==> config.mk <==
export PLATFORM = sky130hd
export DESIGN_NAME = uart_rx
export DESIGN_NICKNAME = d
export VERILOG_FILES = /design/src/rtl/uart_pkg.sv /design/src/rtl/rx_sync.sv /design/src/rtl/uart_rx.sv
export SDC_FILE = /design/constraint.sdc
export NUM_CORES = 1
export LEC_CHECK = 0
export CORE_MARGIN = 2
export CORE_UTILIZATION = 37
export CTS_BUF_LIST = sky130_fd_sc_hd__clkbuf_16
export DETAILED_ROUTE_END_ITERATION = 8
export GPL_TIMING_DRIVEN = 0
export PLACE_DENSITY_LB_ADDON = 0.25
export SYNTH_ARGS = -nofsm -noshare
export SYNTH_HDL_FRONTEND = slang
export SYNTH_SLANG_ARGS = --single-unit
==> constraint.sdc <==
create_clock -name clk -period 2.1 [get_ports clk]
set_input_delay 0.525 -clock clk [delete_from_list [all_inputs] [get_ports clk]]
set_output_delay 0.525 -clock clk [all_outputs]
set_load 0.005 [all_outputs]
==> src/rtl/uart_pkg.sv <==
// Shared UART definitions: default line timing and the receiver state encoding.
package uart_pkg;

    localparam int UART_OVS = 16;   // clk periods per bit
    localparam int UART_DW  = 8;    // data bits per frame

    typedef enum logic [2:0] {
        RX_IDLE  = 3'd0,
        RX_START = 3'd1,
        RX_DATA  = 3'd2,
        RX_STOP  = 3'd3,
        RX_BREAK = 3'd4
    } rx_state_t;

endpackage

==> src/rtl/rx_sync.sv <==
// Two-flop synchronizer for the asynchronous serial line; resets to idle-high.
module rx_sync (
    input  logic clk,
    input  logic rstn,
    input  logic d,
    output logic q
);

    logic meta_r;
    logic sync_r;

    // two-stage capture of the asynchronous input
    always_ff @(posedge clk or negedge rstn) begin
        if (!rstn) begin
            meta_r <= 1'b1;
            sync_r <= 1'b1;
        end else begin
            meta_r <= d;
            sync_r <= meta_r;
        end
    end

    assign q = sync_r;

endmodule

==> src/rtl/uart_rx.sv <==
// UART receiver: oversampled start/data/stop detection with a one-entry
// output buffer, framing-error and overrun pulses.
module uart_rx
    import uart_pkg::*;
#(
    parameter int OVS = UART_OVS,
    parameter int DW  = UART_DW
) (
    input  logic          clk,
    input  logic          rstn,
    input  logic          rxd,
    output logic [DW-1:0] d_rx,
    output logic          vld_rx,
    input  logic          rdy_rx,
    output logic          err_frame,
    output logic          err_ovr
);

    localparam int CNT_W = $clog2(OVS);
    localparam int IDX_W = $clog2(DW + 1);
    localparam logic [CNT_W-1:0] HALF_M1  = CNT_W'(OVS / 2 - 1);
    localparam logic [CNT_W-1:0] FULL_M1  = CNT_W'(OVS - 1);
    localparam logic [IDX_W-1:0] LAST_IDX = IDX_W'(DW - 1);

    logic             rxs;
    rx_state_t        state_r;
    rx_state_t        state_nxt_s;
    logic [CNT_W-1:0] cnt_r;
    logic [IDX_W-1:0] idx_r;
    logic [DW-1:0]    shift_r;
    logic             good_stop_r;
    logic [DW-1:0]    d_rx_r;
    logic             vld_rx_r;
    logic             err_frame_r;
    logic             err_ovr_r;

    logic half_tick_s;
    logic full_tick_s;
    logic cnt_clr_s;
    logic idx_clr_s;
    logic data_smp_s;
    logic good_stop_s;
    logic bad_stop_s;
    logic load_s;
    logic ovr_s;

    rx_sync u_rx_sync (
        .clk  (clk),
        .rstn (rstn),
        .d    (rxd),
        .q    (rxs)
    );

    assign half_tick_s = (cnt_r == HALF_M1);
    assign full_tick_s = (cnt_r == FULL_M1);

    // FSM state register
    always_ff @(posedge clk or negedge rstn) begin
        if (!rstn) begin
            state_r <= RX_IDLE;
        end else begin
            state_r <= state_nxt_s;
        end
    end

    // FSM next-state decode
    always_comb begin
        state_nxt_s = state_r;
        case (state_r)
            RX_IDLE: begin
                if (!rxs) state_nxt_s = RX_START;
                else      state_nxt_s = RX_IDLE;
            end
            RX_START: begin
                if (half_tick_s) state_nxt_s = rxs ? RX_IDLE : RX_DATA;
                else             state_nxt_s = RX_START;
            end
            RX_DATA: begin
                if (full_tick_s && (idx_r == LAST_IDX)) state_nxt_s = RX_STOP;
                else                                    state_nxt_s = RX_DATA;
            end
            RX_STOP: begin
                if (full_tick_s) state_nxt_s = rxs ? RX_IDLE : RX_BREAK;
                else             state_nxt_s = RX_STOP;
            end
            RX_BREAK: begin
                if (rxs) state_nxt_s = RX_IDLE;
                else     state_nxt_s = RX_BREAK;
            end
            default: state_nxt_s = RX_IDLE;
        endcase
    end

    // FSM output decode: counter control and sample strobes
    always_comb begin
        cnt_clr_s   = 1'b0;
        idx_clr_s   = 1'b0;
        data_smp_s  = 1'b0;
        good_stop_s = 1'b0;
        bad_stop_s  = 1'b0;
        case (state_r)
            RX_IDLE: begin
                cnt_clr_s = 1'b1;
                idx_clr_s = 1'b1;
            end
            RX_START: begin
                if (half_tick_s) begin
                    cnt_clr_s = 1'b1;
                    idx_clr_s = 1'b1;
                end else begin
                    cnt_clr_s = 1'b0;
                    idx_clr_s = 1'b0;
                end
            end
            RX_DATA: begin
                data_smp_s = full_tick_s;
            end
            RX_STOP: begin
                if (full_tick_s) begin
                    good_stop_s = rxs;
                    bad_stop_s  = !rxs;
                end else begin
                    good_stop_s = 1'b0;
                    bad_stop_s  = 1'b0;
                end
            end
            RX_BREAK: begin
                cnt_clr_s = 1'b1;
            end
            default: begin
                cnt_clr_s = 1'b1;
                idx_clr_s = 1'b1;
            end
        endcase
    end

    // tick counter (wraps each bit period) and data bit index
    always_ff @(posedge clk or negedge rstn) begin
        if (!rstn) begin
            cnt_r <= {CNT_W{1'b0}};
            idx_r <= {IDX_W{1'b0}};
        end else begin
            if (cnt_clr_s || full_tick_s) cnt_r <= {CNT_W{1'b0}};
            else                          cnt_r <= cnt_r + CNT_W'(1);
            if (idx_clr_s)       idx_r <= {IDX_W{1'b0}};
            else if (data_smp_s) idx_r <= idx_r + IDX_W'(1);
        end
    end

    // shift register: each data sample lands at bit[idx] (LSB first on the line)
    always_ff @(posedge clk or negedge rstn) begin
        if (!rstn) begin
            shift_r <= {DW{1'b0}};
        end else if (data_smp_s) begin
            for (int i = 0; i < DW; i++) begin
                if (idx_r == IDX_W'(i)) shift_r[i] <= rxs;
            end
        end
    end

    // delivery is decided one cycle after the stop sample, against the live handshake
    assign load_s = good_stop_r && (!vld_rx_r || rdy_rx);
    assign ovr_s  = good_stop_r && vld_rx_r && !rdy_rx;

    // output buffer and error pulses
    always_ff @(posedge clk or negedge rstn) begin
        if (!rstn) begin
            good_stop_r <= 1'b0;
            d_rx_r      <= {DW{1'b0}};
            vld_rx_r    <= 1'b0;
            err_frame_r <= 1'b0;
            err_ovr_r   <= 1'b0;
        end else begin
            good_stop_r <= good_stop_s;
            err_frame_r <= bad_stop_s;
            err_ovr_r   <= ovr_s;
            if (load_s) begin
                d_rx_r   <= shift_r;
                vld_rx_r <= 1'b1;
            end else if (vld_rx_r && rdy_rx) begin
                vld_rx_r <= 1'b0;
            end
        end
    end

    assign d_rx      = d_rx_r;
    assign vld_rx    = vld_rx_r;
    assign err_frame = err_frame_r;
    assign err_ovr   = err_ovr_r;

endmodule

; ---- After elaboration in Yosys (flattened, before gate mapping)
; Cells that the tools add are included.
; W data, S select, Z words.
[totals]
regBits = 33
in_bits = 4
output_inout_bits = 11
elab_cells = 77
[op_classes]
add_sub_neg = 2
n_eq_ne = 13
mux = 20
n_reduce_logical = 24
[ops]
columns = cell, n
row1 = $eq A4 B3 Y1 const B, 5
row2 = $reduce_and A2 Y1, 8
row3 = $pmux W3 S5, 1
row4 = $mux W4, 3
row5 = $mux W1, 10
row6 = $add A4 B1 Y4 const B, 2
row7 = $eq A4 B2 Y1 const B, 2
row8 = $eq A3 B2 Y1 const B, 2
row9 = $mux W3, 2
row10 = $logic_and A1 B1 Y1, 5
row11 = $eq A4 B1 Y1 const B, 1
row12 = $eq A4 B4 Y1 const B, 1
row13 = $logic_not A4 Y1, 1
row14 = $mux W2, 2
row15 = $pmux W1 S2, 2
row16 = $reduce_bool A2 Y1, 2
row17 = $eq A3 B1 Y1 const B, 1
row18 = $eq A3 B3 Y1 const B, 1
row19 = $logic_not A1 Y1, 3
row20 = $logic_not A3 Y1, 1
row21 = $reduce_or A3 Y1, 1
row22 = $logic_or A1 B1 Y1, 2
row23 = $reduce_or A2 Y1, 1

; ---- Depth between registers and ports, before layout
[logic_depth]
word_depth = 5
mapped_depth = 5
ltp_nobuf = 4

; ---- Hierarchy
; A second synthesis with hierarchy kept.
[unflattened]
hier_cells = 127
area_unflattened_um2 = 1562.7
[modules_own_cells]
columns = module, n_inst, cells_each, area_each_um2, seq_area_each_um2
row1 = uart_rx, 1, 125, 1510.2, 775.7
row2 = rx_sync, 1, 2, 52.6, 52.6

; ---- Worst setup path after synthesis
; No wires, ideal clock.
[synth_timing]
path_kind = reg-to-reg
from = register cnt_r[0]
to = register shift_r[0]
setup_time_ns = 0.127
arrival_time_ns = 1.345
required_time_ns = 1.973
slack_ns = 0.628
path_stages_with_launch = 6
n_path_buf = 1
period_less_slack_ns = 1.472
cell_sequence = dfrtp_1 > ha_1 > buf_4 > and4bb_2 > nand3_1 > mux2_1
[synth_between]
elab_chain_cells = 3
[synth_lines]
columns = item, line
row1 = from (decl), uart_rx.sv:28  ; logic [CNT_W-1:0] cnt_r;
row2 = from (signal assigned), uart_rx.sv:140  ; cnt_r <= {CNT_W{1'b0}};
row3 = from (signal assigned), uart_rx.sv:143  ; if (cnt_clr_s || full_tick_s) cnt_r <= {CNT_W{1'b0}};
row4 = from (signal assigned), uart_rx.sv:144  ; else cnt_r <= cnt_r + CNT_W'(1);
row5 = $eq A4 B4 Y1, uart_rx.sv:55  ; assign full_tick_s = (cnt_r == FULL_M1);
row6 = $mux W1, uart_rx.sv:101  ; case (state_r)
row7 = $reduce_and A2 Y1 (no line), --
row8 = to (signal assigned), uart_rx.sv:153  ; shift_r <= {DW{1'b0}};
row9 = "to (signal, indexed assignment)", uart_rx.sv:156  ; if (idx_r == IDX_W'(i)) shift_r[i] <= rxs;
row10 = to (decl), uart_rx.sv:30  ; logic [DW-1:0] shift_r;
; Every way passes these cells.
; A chain may end at the register's enable or synchronous reset.

; ---- Worst setup path in the final report
[layout_timing]
from = register d_rx_r[4] (netlist: d_rx[4])
to = output d_rx[4]
[layout_lines]
columns = item, line
row1 = from (decl), uart_rx.sv:32  ; logic [DW-1:0] d_rx_r;
row2 = from (signal assigned), uart_rx.sv:169  ; d_rx_r <= {DW{1'b0}};
row3 = from (signal assigned), uart_rx.sv:178  ; d_rx_r <= shift_r;
row4 = to (decl), uart_rx.sv:12  ; output logic [DW-1:0] d_rx,
; No word-level cell between the ends.

==> results.md <==
* Peak VDD IR at roughly 0.00064 V
* Largest net degree at the start of global routing at 34
* Die H at about 70 microns
* CTS H-Tree Depth at 2
* Cell family with most CP delay: buffers and inverters
* Top_reg_cell synth: dfrtp_1
* Post-CTS setup repair buffer count at 0
* Int Pwr at about 0.0013 W
* Layout cells sized above 1 at between 20% and 30%
* Clock power share at 35.9%
* Tightest Pin Transition at approximately 0.7 ns
* Fmax at slightly above 600 MHz
* First-pass GRT wire length at approximately 4800 microns
* Via/cell ratio at a little over 5
* Clock sink count at 33
* Final Worst Setup Slack at roughly 0.45 ns
* Final slew viol count at 0
* Mapped Nets at about 140
* CP arrival at approximately 1.1 ns
* Crit path buffers/inverters at 1
* Final min period at between 1.5 and 2 ns
* # resized after CTS at 0
* Synthesized area per cell at roughly 12 sq um
* Via count at a little over 1,000
* Most common cell in the synthesized netlist: dfrtp_1
* Core ar. at approximately 4000 sq um
* Cts hold-fix bufs at 0
* Setup TNS at 0 ns
* CP Capture Type: output pin
* Post-synth ARST share at 100%
* Synthesis-stage register bit count at 33
* CP startpoint kind: register
* Row cnt at 23
* Status: completed
* Fin nets at about 160
* Post-Route WL at ~2700 microns
* Reg2Reg Launch Point: cnt_r[0]$_DFF_PN0_
* Post-Syn Instances at ~130
* Filler Cells Inserted at ~370
* CP Data Required Time at 1.57 ns
* Post-DP HPWL at about 2000 microns
* Register area share after synthesis at a little over half
* Worst Hold Class: in -> async
* P per Cell Area at approximately 980 nW/um^2
* Synth unique cells at 35
* Iteration count of the initial detailed-routing pass at 4
* Crit Path Category: reg -> out
* Place WS at between 0.15 and 0.2 ns
* 1st-iter DRT viols at 32
* Slew HR at between 50% and 60%
* RePlAce Congestion at 0.776
* Synth area leaders: dfrtp_1, mux2_2, nand3_1
* CTS tree: built
* Sw frac at around 28%
* Post-route DRC violation count at 0
* NetSw at between 0.0005 and 0.0006 W
* Synth cell count leaders: dfrtp_1, nand3_1, mux2_2, a21oi_1
* Die Footprint at around 4700 sq um
* Setup crit start: d_rx[4]$_DFFE_PN0P_
* Fin crit share at between 70% and 80%
* Synth top area share at 50.6%
* Final setup violation count at 0
* Clock Tree Root: clkbuf_16
* TritonCTS Buffers at 5
* Area leader, netlist: dfrtp_1
* Slowest CP cell: clkdlybuf4s50_1
* Seq pwr share at between 40% and 50%
* EDFF count, synth at 0
* Finished Cell Area at between 1500 and 2000 sq um
* Vias in the first global route at between 1,000 and 1,500
* Yosys warnings at 0
* Clock Skews at 0.00250 ns
* Synthesized area at around 1500 sq um
* Unrepaired setup endpoints after global routing: false
* Grt total ovfl at 0
* Antenna Nets Post-Route at 0
* Clock Path Buffers at 2
* Worst-path clk slew at roughly 0.050 ns
* Antenna cells at 0
* Final Hold Violating Endpoints at 0
* Leak pwr at around 0.85 nW
* Die width at slightly below 70 microns
* Wire per inst at 13.8 microns
* Starting Density at between 30% and 40%
* CP max FO at 2
* Initial antenna violation count at 0
* Final Hold Slack at about 0.30 ns
* DP Area at 1730 sq um
* IO Port Bufs at 14
* Worst-Skew Late Latency at about 0.27 ns
* Crit-path cells: clkdlybuf4s50_1
* Area growth syn-to-layout at 21.8%
* Combinational cell fraction of total power at 23.0%
* Max Cap Viol at 0
* # IOs at 15
* Total track usage at 14.1%
* Worst path max stage delay at ~0.50 ns
* Worst R2R Setup Slack at around 0.50 ns
through the flow:
step | util (%) | power [W] | instances
6_report | 46.7 | 0.00183 | 198
4_1_cts | 46.7 | 0.00185 | 198
5_1_grt | 46.7 | 0.00194 | 198
3_5_place_dp | 43.3 | 0.00118 | 190
2_1_floorplan | - | 0.00108 | 126
3_3_place_gp | 43.4 | 0.00116 | 190
power by group through the flow:
stage                     registers [W]  logic (W)  clock network [W]
final                          0.000753   0.000422           0.000659
after global routing           0.000760   0.000475           0.000702
after CTS                      0.000753   0.000424           0.000671
after detailed placement       0.000762   0.000422                  0
after global placement         0.000757   0.000404                  0
after floorplan                0.000750   0.000332                  0
flip-flops by register name, indices dropped and copies added, names as in the netlist, 3 cells and up:
register	cells
d_rx	8
idx_r	4
state_r	3
cnt_r	4
shift_r	8
metal layers:
| metal | routed length [microns] | up-vias | GRT usage (%) |
|---|---|---|---|
| li1 | - | 492 | - |
| met1 | 1250 | 504 | 17.1 |
| met2 | 1350 | 14 | 23.1 |
| met3 | 84 | 5 | 3.95 |
| met4 | 43 | 0 | 6.75 |
| met5 | 0 | - | 0 |
worst paths after layout:
check,endpoint,cells past startpoint
setup / recovery,d_rx[4],1
hold / removal,shift_r[1]$_DFFE_PN0P_,1
setup reg to reg,shift_r[7]$_DFFE_PN0P_,5
hold reg to reg,u_rx_sync.q$_DFF_PN1_,0
max in group asynchronous,cnt_r[0]$_DFF_PN0_,1
min in group clk,u_rx_sync.q$_DFF_PN1_,0
final cells by class:
cell class | instances | area [sq um] | area share, %
repair buffers | 14 | 135 | 7.23
clock inverters | 3 | 11.3 | 0.603
well taps | 50 | 62.6 | 3.35
clock buffers | 5 | 125 | 6.70
multi-input cells | 81 | 641 | 34.3
plain buffers | 7 | 46.3 | 2.48
flip-flops and latches | 33 | 828 | 44.3
inverters | 5 | 18.8 | 1.00
placed cells by master, fill, tap and decap left out, types with 2 or more instances in the layout:
cell             instances
dfrtp_1                 31
nand3_1                 14
clkdlybuf4s50_1         13
mux2_2                  12
a21oi_1                  7
inv_1                    7
nor2_1                   5
ha_1                     5
clkbuf_16                5
nand2_1                  4
mux2_1                   4
buf_4                    3
nor3_1                   3
nor3b_1                  3
clkbuf_1                 2
buf_2                    2
and4bb_2                 2
nand2b_1                 2
o31ai_1                  2
or4_1                    2
o21ai_0                  2
dfstp_2                  2
cell families (layout without fill, tap and decap cells):
logic type                 after synthesis  in the layout  synth area share [%]
and+or+nand+nor                         42             42                  18.2
DFF                                     33             33                  54.0
AOI/OAI and AO/OA                       16             16                  6.61
muxes                                   16             16                  11.7
buffers and inverters                   12             34                  4.24
adders and majority gates                5              5                  4.08
xor gates and xnor gates                 2              2                  1.14
(Power assumes the default switching activity.)
